[config.mk]
export PLATFORM = sky130hd
export DESIGN_NAME = sync_fifo_prog
export DESIGN_NICKNAME = d
export VERILOG_FILES = /design/src/rtl/sync_fifo_pkg.sv /design/src/rtl/sync_fifo_ram.sv /design/src/rtl/sync_fifo_prog.sv
export SDC_FILE = /design/constraint.sdc
export NUM_CORES = 1
export LEC_CHECK = 0
export BUFFER_PORTS_ARGS = -buffer_cell sky130_fd_sc_hd__clkbuf_2
export CAP_MARGIN = 20
export CORE_MARGIN = 4
export CORE_UTILIZATION = 53
export DETAILED_ROUTE_END_ITERATION = 7
export PLACE_DENSITY = 0.68
export SYNTH_ARGS = -nofsm -noshare
export SYNTH_HDL_FRONTEND = slang
export SYNTH_SLANG_ARGS = --single-unit
[constraint.sdc]
create_clock -name clk -period 4.75 [get_ports clk]
set_input_delay 0.2375 -clock clk [delete_from_list [all_inputs] [get_ports clk]]
set_output_delay 0.2375 -clock clk [all_outputs]
set_load 0.005 [all_outputs]
[src/rtl/sync_fifo_pkg.sv]
// Shared types and helpers for the single-clock FIFO family.
//   fifo_mode_e     : read-port behaviour (standard registered read or first-word-fall-through)
//   fifo_count_w()  : width of an occupancy counter able to hold 0..depth
package sync_fifo_pkg;

    typedef enum logic {
        FIFO_MODE_STD  = 1'b0,
        FIFO_MODE_FWFT = 1'b1
    } fifo_mode_e;

    function automatic int fifo_count_w(input int depth);
        return $clog2(depth) + 1;
    endfunction

endpackage

[src/rtl/sync_fifo_ram.sv]
// Simple dual-port storage: synchronous write, asynchronous (flop-array) read.
// Contents are not reset.
//   clk    : write clock
//   we     : write enable
//   waddr  : write address
//   wdata  : write data
//   raddr  : read address
//   rdata  : read data (combinational from raddr)
module sync_fifo_ram #(
    parameter int WIDTH = 32,
    parameter int DEPTH = 16
) (
    input  logic                     clk,
    input  logic                     we,
    input  logic [$clog2(DEPTH)-1:0] waddr,
    input  logic [WIDTH-1:0]         wdata,
    input  logic [$clog2(DEPTH)-1:0] raddr,
    output logic [WIDTH-1:0]         rdata
);

    logic [WIDTH-1:0] mem [DEPTH];

    always_ff @(posedge clk) begin
        if (we) mem[waddr] <= wdata;
    end

    assign rdata = mem[raddr];

endmodule

[src/rtl/sync_fifo_prog.sv]
// Single-clock FIFO with selectable standard / FWFT read mode, occupancy
// output, fixed and programmable thresholds, error pulses and sync flush.
//   clk, resetn        : clock, async active-low reset
//   clear              : synchronous flush (beats wr_en/rd_en)
//   wr_en, din         : write request / data
//   rd_en              : read request (pop in FWFT mode)
//   dout, data_valid   : read data and its qualifier
//   full, almost_full, prog_full, empty, almost_empty, prog_empty : occupancy flags
//   overflow/underflow : one-cycle pulse after a rejected write/read
//   data_count         : words stored, 0..FIFO_DEPTH
module sync_fifo_prog
    import sync_fifo_pkg::*;
#(
    parameter int         FIFO_WIDTH        = 32,
    parameter int         FIFO_DEPTH        = 16,
    parameter fifo_mode_e READ_MODE         = FIFO_MODE_STD,
    parameter int         PROG_FULL_THRESH  = FIFO_DEPTH - 6,
    parameter int         PROG_EMPTY_THRESH = 3
) (
    input  logic                                clk,
    input  logic                                resetn,
    input  logic                                clear,
    input  logic                                wr_en,
    input  logic [FIFO_WIDTH-1:0]               din,
    input  logic                                rd_en,
    output logic [FIFO_WIDTH-1:0]               dout,
    output logic                                data_valid,
    output logic                                full,
    output logic                                almost_full,
    output logic                                prog_full,
    output logic                                empty,
    output logic                                almost_empty,
    output logic                                prog_empty,
    output logic                                overflow,
    output logic                                underflow,
    output logic [fifo_count_w(FIFO_DEPTH)-1:0] data_count
);

    localparam int AW = $clog2(FIFO_DEPTH);
    localparam int CW = fifo_count_w(FIFO_DEPTH);

    if (FIFO_DEPTH < 4 || (FIFO_DEPTH & (FIFO_DEPTH - 1)) != 0) begin : g_bad_depth
        $error("sync_fifo_prog: FIFO_DEPTH must be a power of 2 and >= 4");
    end
    if (PROG_EMPTY_THRESH < 1 || PROG_EMPTY_THRESH >= PROG_FULL_THRESH ||
        PROG_FULL_THRESH > FIFO_DEPTH - 1) begin : g_bad_thresh
        $error("sync_fifo_prog: need 1 <= PROG_EMPTY_THRESH < PROG_FULL_THRESH <= FIFO_DEPTH-1");
    end

    logic [AW-1:0]         wr_ptr, rd_ptr;
    logic [CW-1:0]         count;
    logic                  wr_acc, rd_acc;
    logic [FIFO_WIDTH-1:0] rd_data;

    // Flags come only from the registered count: no wr_en/rd_en -> flag path.
    assign empty        = (count == '0);
    assign full         = (count == CW'(FIFO_DEPTH));
    assign almost_full  = (count >= CW'(FIFO_DEPTH - 1));
    assign prog_full    = (count >= CW'(PROG_FULL_THRESH));
    assign almost_empty = (count <= CW'(1));
    assign prog_empty   = (count <= CW'(PROG_EMPTY_THRESH));
    assign data_count   = count;

    // No bypass: a read on an empty FIFO is rejected even with a write in flight.
    assign wr_acc = wr_en & ~full;
    assign rd_acc = rd_en & ~empty;

    always_ff @(posedge clk or negedge resetn) begin
        if (!resetn) begin
            wr_ptr    <= '0;
            rd_ptr    <= '0;
            count     <= '0;
            overflow  <= 1'b0;
            underflow <= 1'b0;
        end else if (clear) begin
            wr_ptr    <= '0;
            rd_ptr    <= '0;
            count     <= '0;
            overflow  <= 1'b0;
            underflow <= 1'b0;
        end else begin
            if (wr_acc) wr_ptr <= wr_ptr + 1'b1;
            if (rd_acc) rd_ptr <= rd_ptr + 1'b1;
            case ({wr_acc, rd_acc})
                2'b10:   count <= count + 1'b1;
                2'b01:   count <= count - 1'b1;
                default: count <= count;
            endcase
            overflow  <= wr_en & full;
            underflow <= rd_en & empty;
        end
    end

    sync_fifo_ram #(
        .WIDTH (FIFO_WIDTH),
        .DEPTH (FIFO_DEPTH)
    ) u_ram (
        .clk   (clk),
        .we    (wr_acc & ~clear),
        .waddr (wr_ptr),
        .wdata (din),
        .raddr (rd_ptr),
        .rdata (rd_data)
    );

    if (READ_MODE == FIFO_MODE_FWFT) begin : g_fwft
        // Head word is shown directly; masked to zero while empty so the
        // output is defined (0) out of reset instead of stale RAM contents.
        assign dout       = empty ? '0 : rd_data;
        assign data_valid = ~empty;
    end else begin : g_std
        logic [FIFO_WIDTH-1:0] dout_q;
        logic                  dv_q;

        always_ff @(posedge clk or negedge resetn) begin
            if (!resetn) begin
                dout_q <= '0;
                dv_q   <= 1'b0;
            end else if (clear) begin
                dv_q   <= 1'b0;          // dout keeps its last value
            end else begin
                if (rd_acc) dout_q <= rd_data;
                dv_q <= rd_acc;
            end
        end

        assign dout       = dout_q;
        assign data_valid = dv_q;
    end

endmodule
==> flow_metrics.env, run 1 <==
export IMPL_die_y_um=209
export IMPL_drv_slew=0
export IMPL_portBuffers=82
export IMPL_nNetsFinal=1285
export IMPL_syn_inst=1127
export IMPL_crit_arrival_ns=3.91
export IMPL_drcViolationCount=0
export IMPL_cts_buffer_depth=3
export IMPL_grt_max_degree=50
export IMPL_ys_warnings_count=0
export IMPL_synth_flop_cell="edfxtp_1"
export IMPL_antenna_found_initial=0
export IMPL_synth_edf_count=512
export IMPL_area_delta_synth_final_pct=14.7
export IMPL_vias=10838
export IMPL_combPwrFrac_pct=12.0
export IMPL_clkTransAtPathRegs_ns=0.06
export IMPL_finalSetupViolCount=0
export IMPL_final_hold_viol_count=0
export IMPL_core_area_um2=39900
export IMPL_hpwl_um=26200
export IMPL_r2r_setup_slack_ns=1.13
export IMPL_vias_per_cell=5.99
export IMPL_p_int_w=0.00868
export IMPL_p_leak_nw=7.96
export IMPL_fmax_ghz=0.276
export IMPL_startpoint_type="flop"
export IMPL_synth_area_leaders="edfxtp_1, mux4_2, mux2i_1"
export IMPL_rsz0062_at_grt="false"
export IMPL_cts_sinks=560
export IMPL_worstMarginPinSlew_ns=1.16
export IMPL_first_pass_iters=5
export IMPL_routed_wl_um=46200
export IMPL_critPathKind="reg2reg"
export IMPL_maxSlewHeadroom_pct=22.5
export IMPL_routedWlPerCell_um=25.6
export IMPL_grtUsageMet1_pct=31.3
export IMPL_drtIter0Drc=1240
export IMPL_num_antenna_cells=0
export IMPL_cts_tree="yes"
export IMPL_grt_pass1_vias=10983
export IMPL_net_switching_power_w=0.00278
export IMPL_ios=83
export IMPL_grt_pass1_wl_um=69700
export IMPL_synth_nets=1175
export IMPL_end_kind="flop"
export IMPL_hold_path_class="in2reg"
export IMPL_dieArea_um2=43900
export IMPL_synth_area_per_cell_um2=19.1
export IMPL_postCtsResizedCells=0
export IMPL_clock_latency_ns=0.59
export IMPL_max_cap_viol_count=0
export IMPL_use_met3_pct=4.98
export IMPL_powerDensity_nw_per_um2=464
export IMPL_grt_overflow_total=0
export IMPL_clock_skew_ns=0.0146
export IMPL_critPathMaxFanout=24
export IMPL_power_total_w=0.0115
export IMPL_final_layout_size_suffix_gt1_share_pct=22.8
export IMPL_ant_nets=0
export IMPL_ys_types=42
export IMPL_postCtsHoldBufs=3
export IMPL_clock_root_buffer="clkbuf_16"
export IMPL_met2_usage_pct=32.7
export IMPL_syn_area_um2=21500
export IMPL_fin_crit_sh_pct=76.2
export IMPL_period_needed_ns=3.62
export IMPL_ys_ff_latch=560
export IMPL_top_usage_layer="met2"
export IMPL_status="finished clean"
export IMPL_cts_setup_buffers=0
export IMPL_fin_tns_setup_ns=0
export IMPL_synth_largest_area_cell="edfxtp_1"
export IMPL_row_count=73
export IMPL_synthArstFlopShare_pct=8.57
export IMPL_seq_power_share_pct=50.8
export IMPL_start_util_pct=53.9
export IMPL_clkPwrFrac_pct=37.2
export IMPL_critical_path_required_ns=5.04
export IMPL_synth_top_cell_area_share_pct=71.5
export IMPL_switching_share_pct=24.2
export IMPL_numCtsBuffers=55
export IMPL_die_w_um=209
export IMPL_synth_seq_area_share_pct=77.0
export IMPL_cts_htree_levels=2
export IMPL_gp_congestion=0.782
export IMPL_peakVddDrop_v=0.000286
export IMPL_grtUsageTotal_pct=21.0
==> layer usage <==
| layer | wire, um | share of wire, % |
|---|---|---|
| met1 | 19900 | 43 |
| met2 | 21900 | 47 |
| met5 | 0 | 0 |
| met3 | 3740 | 8.1 |
| met4 | 689 | 1.5 |
==> power by group through the flow <==
stage	sequential, W	clock (W)	combinational (W)
2_1_floorplan	0.00584	0	0.000858
3_5_place_dp	0.00593	0	0.00139
3_3_place_gp	0.00592	0	0.00136
6_report	0.00582	0.00426	0.00138
5_1_grt	0.00585	0.00456	0.00152
4_1_cts	0.00582	0.00434	0.00140
==> worst paths after layout <==
kind,end,depth (start not counted),startpoint
min in group asynchronous,dout[8]$_DFFE_PN0P_,3,resetn
max reg2reg,u_ram.mem[15][18]$_DFFE_PP_,8,data_count[1]$_DFFE_PN0P_
min reg2reg,dout[29]$_DFFE_PN0P_,2,dout[29]$_DFFE_PN0P_
max in group asynchronous,rd_ptr[2]$_DFFE_PN0P_,3,resetn
min,rd_ptr[2]$_DFFE_PN0P_,4,rd_en
max,u_ram.mem[15][18]$_DFFE_PP_,8,data_count[1]$_DFFE_PN0P_
==> cells in the final DEF (no fill, tap or decap), drive strengths merged, types with 2 or more instances in the layout <==
master       netlist  layout
a2111oi            2       2
a211oi             2       2
a21oi              3       3
a22oi             96      96
buf               31      31
bufinv             0       4
clkbuf            32     156
clkinv             0      21
clkinvlp           0       3
dfrtp             48      48
dlygate4sd3        0       3
edfxtp           512     512
ha                11      11
inv               13      14
mux2i            129     129
mux4              64      64
nand2             43      43
nand2b             3       3
nand3             70      70
nor2              26      26
nor2b              3       3
nor3              13      13
o21a               2       2
o21ai              3       3
xnor2              5       5
xor2               2       2
==> stage by stage <==
stage,util [%],hold WS (ns),std cells,setup slack [ns],instance area [um2]
2_1_floorplan,-,-0.0581,1127,0.518,21500
3_3_place_gp,56.9,0.451,1695,1.28,22700
3_5_place_dp,57.0,0.453,1698,1.12,22800
4_1_cts,61.6,0.0253,1804,1.09,24600
5_1_grt,61.8,0.0695,1808,0.794,24700
6_report,61.8,0.0651,1808,1.13,24700
==> cell type report <==
type / instances / area, um2
clock buffer: 74 / 1530
clock inverter: 29 / 250
fill: 2768 / 15200
inverter: 13 / 53.8
multi-input combinational: 491 / 4760
sequential: 560 / 16600
tap: 525 / 657
timing repair buffer: 116 / 848
==> synthesized netlist by cell type, types with 2 or more instances <==
cell,instances
buf_4,3
o21ai_0,3
nand3_1,70
mux2i_1,129
xor2_1,2
nand2b_1,3
mux4_2,64
inv_1,12
clkbuf_1,32
a211oi_1,2
nor2b_1,3
xnor2_1,5
a21oi_1,3
nand2_1,43
a22oi_1,96
buf_1,2
ha_1,11
dfrtp_1,48
edfxtp_1,512
nor2_1,25
nor3_1,13
buf_2,25
o21a_1,2
==> critical path, cell delays in order, from the launching register on <==
cell       delay (ns)
dfrtp_1          0.49
inv_1            0.16
ha_1             0.22
nand4bb_1        0.29
inv_1            0.15
nor3_1           0.50
nand2_1          0.40
nor2_4           0.78
buf_4            0.32
==> sequential cells by signal, indices dropped and copies added, names as in the netlist <==
register / flops
dout: 32
overflow: 1
rd_ptr: 4
underflow: 1
u_ram.mem: 512
data_count: 5
data_valid: 1
wr_ptr: 4
==> logic make-up after synthesis <==
kind of cell | count (synthesis) | share of synthesized area (%)
and+or+nand+nor | 165 | 3.65
AOI/OAI and AO/OA | 112 | 3.91
DFF | 560 | 77.0
adders and majority gates | 12 | 0.692
muxes | 194 | 12.8
xor gates and xnor gates | 8 | 0.390
buffers and inverters | 76 | 1.58
No activity file was read; power rests on OpenSTA's default activity.
==> run 2: changes to the inputs <==
- ABC_AREA: not set -> 1
- clock period: 4.75 -> 3.7 ns (I/O delays scaled with it)
==> run 2 against run 1 <==
Final cell count is 47% higher; synthesized cell count increased by 75%; non-clock buffer count rose by 8; highest routed layer unchanged; utilization down 1.7 points; worst hold slack worse by 0.031 ns; clock-buffer cell count is the same; combinational power rose to 2.6 times the previous value; die area increased by 6.1%; clock power grew 22%; area after synthesis up 6.4%; total power up 42%.
==> flow_metrics.env, run 2 <==
export IMPL_p_leak_nw=9.69
export IMPL_synth_largest_area_cell="edfxtp_1"
export IMPL_final_hold_viol_count=0
export IMPL_hold_path_class="in2reg"
export IMPL_area_delta_synth_final_pct=11.3
export IMPL_holdCritStartpoint="din[3]"
export IMPL_vias_per_cell=5.43
export IMPL_fmax_ghz=0.343
export IMPL_r2r_setup_slack_ns=0.78
export IMPL_fin_tns_setup_ns=0
export IMPL_ys_types=30
export IMPL_peakVddDrop_v=0.000438
export IMPL_end_kind="flop"
export IMPL_grtUsageTotal_pct=21.8
export IMPL_maxSlewHeadroom_pct=25.7
export IMPL_numCtsBuffers=54
export IMPL_syn_area_um2=22900
export IMPL_fin_crit_sh_pct=78.9
export IMPL_critical_path_required_ns=3.95
export IMPL_clock_latency_ns=0.59
export IMPL_max_cap_viol_count=0
export IMPL_routed_wl_um=50500
export IMPL_die_y_um=216
export IMPL_clkTransAtPathRegs_ns=0.06
export IMPL_die_w_um=216
export IMPL_cts_tree="yes"
export IMPL_cts_buffer_depth=3
export IMPL_fillerInstances=3347
export IMPL_synthArstFlopShare_pct=8.57
export IMPL_start_util_pct=54.1
export IMPL_final_cells=2654
export IMPL_rr_startpoint="data_count[0]$_DFFE_PN0P_"
export IMPL_synth_area_per_cell_um2=11.6
export IMPL_grt_overflow_total=0
export IMPL_reg2reg_depth=10
export IMPL_crit_arrival_ns=3.17
export IMPL_final_cell_mix="nand2_1, edfxtp_1, nand3_1, clkbuf_2, clkbuf_16"
export IMPL_clock_root_buffer="clkbuf_16"
export IMPL_drv_slew=0
export IMPL_synth_commonest_cells="nand2_1, edfxtp_1, nand3_1"
export IMPL_cts_setup_buffers=0
export IMPL_startpoint_type="flop"
export IMPL_synth_nets=2017
export IMPL_final_util_pct=60.2
export IMPL_startpoint="data_count[0]$_DFFE_PN0P_"
export IMPL_routedWlPerCell_um=19.0
export IMPL_powerDensity_nw_per_um2=637
export IMPL_layout_commonest_cell="nand2_1"
export IMPL_synth_seq_area_share_pct=72.4
export IMPL_dieArea_um2=46600
export IMPL_hpwl_um=28000
export IMPL_dp_cells=2550
export IMPL_period_needed_ns=2.92
export IMPL_grt_max_degree=158
export IMPL_drcViolationCount=0
export IMPL_status="finished clean"
export IMPL_synth_flop_cell="edfxtp_1"
export IMPL_critPathKind="reg2reg"
export IMPL_num_antenna_cells=0
export IMPL_antenna_found_initial=0
export IMPL_postCtsHoldBufs=5
export IMPL_first_pass_iters=5
export IMPL_postCtsResizedCells=0
export IMPL_core_area_um2=42300
export IMPL_clock_skew_ns=0.0165
export IMPL_finalSetupViolCount=0
export IMPL_row_count=75
export IMPL_gp_congestion=0.799
export IMPL_largest_reg_flops=512
export IMPL_worstHoldPathCells=1
export IMPL_final_layout_size_suffix_gt1_share_pct=10.9
export IMPL_ys_warnings_count=0
export IMPL_worstMarginPinSlew_ns=1.11
export IMPL_critPathMaxFanout=26
export IMPL_ant_nets=0
export IMPL_ys_ff_latch=560
export IMPL_max_flop_register="u_ram.mem"
export IMPL_synth_edf_count=512
export IMPL_cts_sinks=560
export IMPL_drtIter0Drc=1605
export IMPL_ios=83
export IMPL_rsz0062_at_grt="false"
export IMPL_vias=14411
export IMPL_syn_inst=1969
export IMPL_synth_top_cell_area_share_pct=67.2
export IMPL_portBuffers=82
export IMPL_synth_area_leaders="edfxtp_1, nand2_1, nand3_1"
export IMPL_cts_htree_levels=2
export IMPL_grt_pass1_vias=14402
export IMPL_grt_pass1_wl_um=80200
export IMPL_yosysMostFrequentCell="nand2_1"
export IMPL_nNetsFinal=2082
run 2: cell count changes after synthesis, sizes merged, moves of 64 or more:
| cell | previous run | this run |
|---|---|---|
| mux2i | 129 | 0 |
| a22oi | 96 | 0 |
| mux4 | 64 | 0 |
| buf | 31 | 106 |
| nand2 | 43 | 815 |
| nand3 | 70 | 391 |
run 2: layer usage:
| metal | GRT usage, % | share of wire, % | wire, um |
|---|---|---|---|
| met5 | 0 | 0 | 0 |
| met4 | 6.29 | 1.9 | 952 |
| met3 | 3.02 | 5.9 | 2950 |
| met2 | 37.2 | 50 | 25100 |
| met1 | 29.6 | 43 | 21500 |
run 2: final cells by class:
cell class	instances	area [um2]	share of cell area [%]
flip-flops and latches	560	16600	65.1
multi-input cells	1271	5590	22.0
clock buffers	74	1500	5.89
repair buffers	124	801	3.14
well taps	577	722	2.84
clock inverters	25	169	0.663
inverters	23	93.8	0.369
run 2: kinds of logic after synthesis:
group / after synthesis / share of synthesized area [%]
AOI/OAI and AO/OA: 18 / 0.421
xor gates and xnor gates: 5 / 0.191
adders and majority gates: 11 / 0.601
buffers and inverters: 138 / 3.67
DFF: 560 / 72.4
and+or+nand+nor: 1237 / 22.7
run 2: final timing paths:
kind                                               to
setup reg to reg           u_ram.mem[8][30]$_DFFE_PP_
min in group asynchronous        dout[10]$_DFFE_PN0P_
setup / recovery           u_ram.mem[8][30]$_DFFE_PP_
max in group asynchronous        dout[26]$_DFFE_PN0P_
hold reg to reg                   dout[6]$_DFFE_PN0P_
hold / removal              u_ram.mem[3][3]$_DFFE_PP_
run 2: worst max-delay path, stage by stage (launching register included):
cell	delay, ns
dfrtp_1	0.48
inv_1	0.15
ha_1	0.27
nand2_1	0.07
inv_1	0.05
nand2_2	0.09
nand2_4	0.08
nor2_1	0.35
nand2_1	0.34
nor2_4	0.30
buf_4	0.39
run 2: metrics by stage:
| stage | hold WS (ns) | total power [W] | setup WS, ns | instance area [um2] |
|---|---|---|---|---|
| after floorplan | -0.111 | 0.0102 | 0.482 | 22900 |
| after global placement | 0.287 | 0.0111 | 0.922 | 23700 |
| after detailed placement | 0.286 | 0.0112 | 0.799 | 23700 |
| after CTS | 0.0101 | 0.0163 | 0.786 | 25500 |
| after global routing | 0.0491 | 0.0171 | 0.572 | 25500 |
| final | 0.0336 | 0.0162 | 0.783 | 25500 |
run 2: where the power goes:
group | switching [W] | total [W] | internal [W]
sequential | 0.000188 | 0.00744 | 0.00725
combinational | 0.00248 | 0.00359 | 0.00111
clock | 0.00224 | 0.00520 | 0.00296
total | 0.00490 | 0.0162 | 0.0113
==> run 3: changes to the inputs <==
- PLACE_DENSITY: 0.68 -> 0.71
- clock period: 3.7 -> 2.5 ns (I/O delays scaled with it)
==> run 3 against run 2 <==
Global-route usage is 2.4 points higher; clock power is 57% higher; final cell count is 1.2% higher; sequential power is 48% higher; clock-buffer cell count is 5 lower; clock skew is 0.0026 ns lower; register-to-register slack worse by 0.44 ns; worst hold slack worse by 0.0017 ns; flip-flop and latch count stayed put; wire length is 13% higher; largest cell class unchanged.
==> flow_metrics.env, run 3 (synthesis gave the netlist of run 2 again) <==
export IMPL_postLayoutCellArea_um2=26200
export IMPL_cts_tree="yes"
export IMPL_clock_root_buffer="clkbuf_16"
export IMPL_die_w_um=216
export IMPL_max_flop_register="u_ram.mem"
export IMPL_grt_max_degree=102
export IMPL_maxSlewHeadroom_pct=48.6
export IMPL_rsz0062_at_grt="false"
export IMPL_portBuffers=82
export IMPL_routedWlPerCell_um=21.1
export IMPL_post_route_worst_setup_slack_ns=0.339
export IMPL_end_kind="output pin"
export IMPL_worstMarginPinSlew_ns=0.771
export IMPL_routed_wl_um=56800
export IMPL_max_cap_viol_count=0
export IMPL_fmax_ghz=0.463
export IMPL_period_needed_ns=2.16
export IMPL_area_delta_synth_final_pct=14.5
export IMPL_clock_latency_ns=0.61
export IMPL_rr_startpoint="data_count[0]$_DFFE_PN0P_"
export IMPL_critPathKind="reg2out"
export IMPL_grt_pass1_vias=14460
export IMPL_row_count=75
export IMPL_vias=15099
export IMPL_peakVddDrop_v=0.000543
export IMPL_r2r_setup_slack_ns=0.34
export IMPL_finalSetupViolCount=0
export IMPL_slowest_delay_ns=0.35
export IMPL_grtUsageTotal_pct=24.2
export IMPL_postCtsResizedCells=0
export IMPL_cp_top_family="buffers and inverters"
export IMPL_place_ws_ns=0.359
export IMPL_fin_crit_sh_pct=86.4
export IMPL_cts_buffer_depth=3
export IMPL_antenna_found_initial=3
export IMPL_cts_setup_buffers=0
export IMPL_layout_commonest_cell="nand2_1"
export IMPL_status="finished clean"
export IMPL_clkTransAtPathRegs_ns=0.06
export IMPL_ios=83
export IMPL_path_buf_inv=3
export IMPL_vias_per_cell=5.62
export IMPL_grt_pass1_wl_um=86300
export IMPL_nNetsFinal=2111
export IMPL_p_leak_nw=9.96
export IMPL_drtIter0Drc=2007
export IMPL_reg2reg_depth=12
export IMPL_die_y_um=216
export IMPL_fin_hold_ws_ns=0.0319
export IMPL_first_pass_iters=8
export IMPL_ant_nets=0
export IMPL_core_area_um2=42300
export IMPL_powerDensity_nw_per_um2=951
export IMPL_cts_htree_levels=2
export IMPL_crit_slowest_cell="dfrtp_1"
export IMPL_startpoint_type="flop"
export IMPL_crit_chain="buf_4 > ha_1 > inv_1 > nor3_1 > ha_1 > nor2_1 > o21ai_0 > clkbuf_2"
export IMPL_clock_skew_ns=0.0139
export IMPL_critical_path_required_ns=2.38
export IMPL_cp_common_cell="ha_1"
export IMPL_final_layout_size_suffix_gt1_share_pct=12.4
export IMPL_dieArea_um2=46600
export IMPL_start_util_pct=54.1
export IMPL_hold_path_class="in2reg"
export IMPL_largest_reg_flops=512
export IMPL_final_cell_mix="nand2_1, edfxtp_1, nand3_1, clkbuf_2, clkbuf_16"
export IMPL_dpl_cell_area_um2=24400
export IMPL_critPathMaxFanout=7
export IMPL_worstHoldPathCells=1
export IMPL_grt_overflow_total=0
export IMPL_min_to="u_ram.mem[12][18]$_DFFE_PP_"
export IMPL_drcViolationCount=0
export IMPL_cts_sinks=560
export IMPL_crit_arrival_ns=2.04
export IMPL_hpwl_um=35300
export IMPL_drv_slew=0
export IMPL_final_hold_viol_count=0
export IMPL_r2r_end="u_ram.mem[12][4]$_DFFE_PP_"
export IMPL_holdCritStartpoint="din[18]"
export IMPL_gp_congestion=0.856
export IMPL_numCtsBuffers=54
-- run 3: cell count changes in the layout (fill, tap and decap cells not counted), moves of 2 or more --
cell / delta
clkinvlp_4: +5
clkbuf_8: -3
clkinv_8: +2
clkinv_1: -4
buf_4: -5
bufinv_16: +4
buf_12: +33
-- run 3: worst register-to-register path, delay by kind of cell (launching register included) --
family	cells	cell delay [ns]
adder cells (fa/ha/maj)	1	0.25
buffers and inverters	5	0.70
flip-flops	1	0.35
AND/OR/NAND/NOR	6	0.53
-- run 3: area by class of cell --
type                    count  area [um2]
flip-flops and latches    560       16600
fillers                  3182       16100
multi-input cells        1271        5590
repair buffers            153        1430
clock buffers              69        1430
well taps                 577         722
clock inverters            32         347
inverters                  23        93.8
diodes                      1        2.50
-- run 3: worst max-delay path by stage --
stage / from / end / slack [ns] / cells past startpoint
2_1_floorplan: data_count[0]$_DFFE_PN0P_ / u_ram.mem[0][0]$_DFFE_PP_ / -0.24 / 9
3_3_place_gp: data_count[0]$_DFFE_PN0P_ / u_ram.mem[12][22]$_DFFE_PP_ / 0.37 / 12
3_5_place_dp: data_count[0]$_DFFE_PN0P_ / u_ram.mem[12][27]$_DFFE_PP_ / 0.36 / 12
4_1_cts: data_count[0]$_DFFE_PN0P_ / almost_full / 0.32 / 8
5_1_grt: data_count[0]$_DFFE_PN0P_ / almost_full / 0.20 / 8
6_report: data_count[0]$_DFFE_PN0P_ / almost_full / 0.34 / 8
-- run 3: power by group --
group	internal, W	switching [W]
Combinational	0.00182	0.00392
Clock	0.00468	0.00345
Sequential	0.0107	0.000324
Total	0.0172	0.00770
-- run 3: metal layers --
layer,track usage (%),wire length (um)
met5,0,11
met4,7.32,1440
met3,4.60,5150
met2,37.5,26500
met1,35.4,23700
-- run 3: per-stage QoR --
stage | power [W] | setup TNS (ns) | util [%] | cells
2_1_floorplan | 0.0151 | -123.66 | - | 1969
3_3_place_gp | 0.0168 | 0 | 57.6 | 2578
3_5_place_dp | 0.0169 | 0 | 57.6 | 2578
4_1_cts | 0.0250 | 0 | 61.9 | 2685
5_1_grt | 0.0261 | 0 | 61.9 | 2686
6_report | 0.0249 | 0 | 61.9 | 2686
-- run 3: timing repair --
action,in CTS,in global routing
hold buffers,6,0
hold endpoints to repair,60,0
endpoints found under the setup margin,0,0
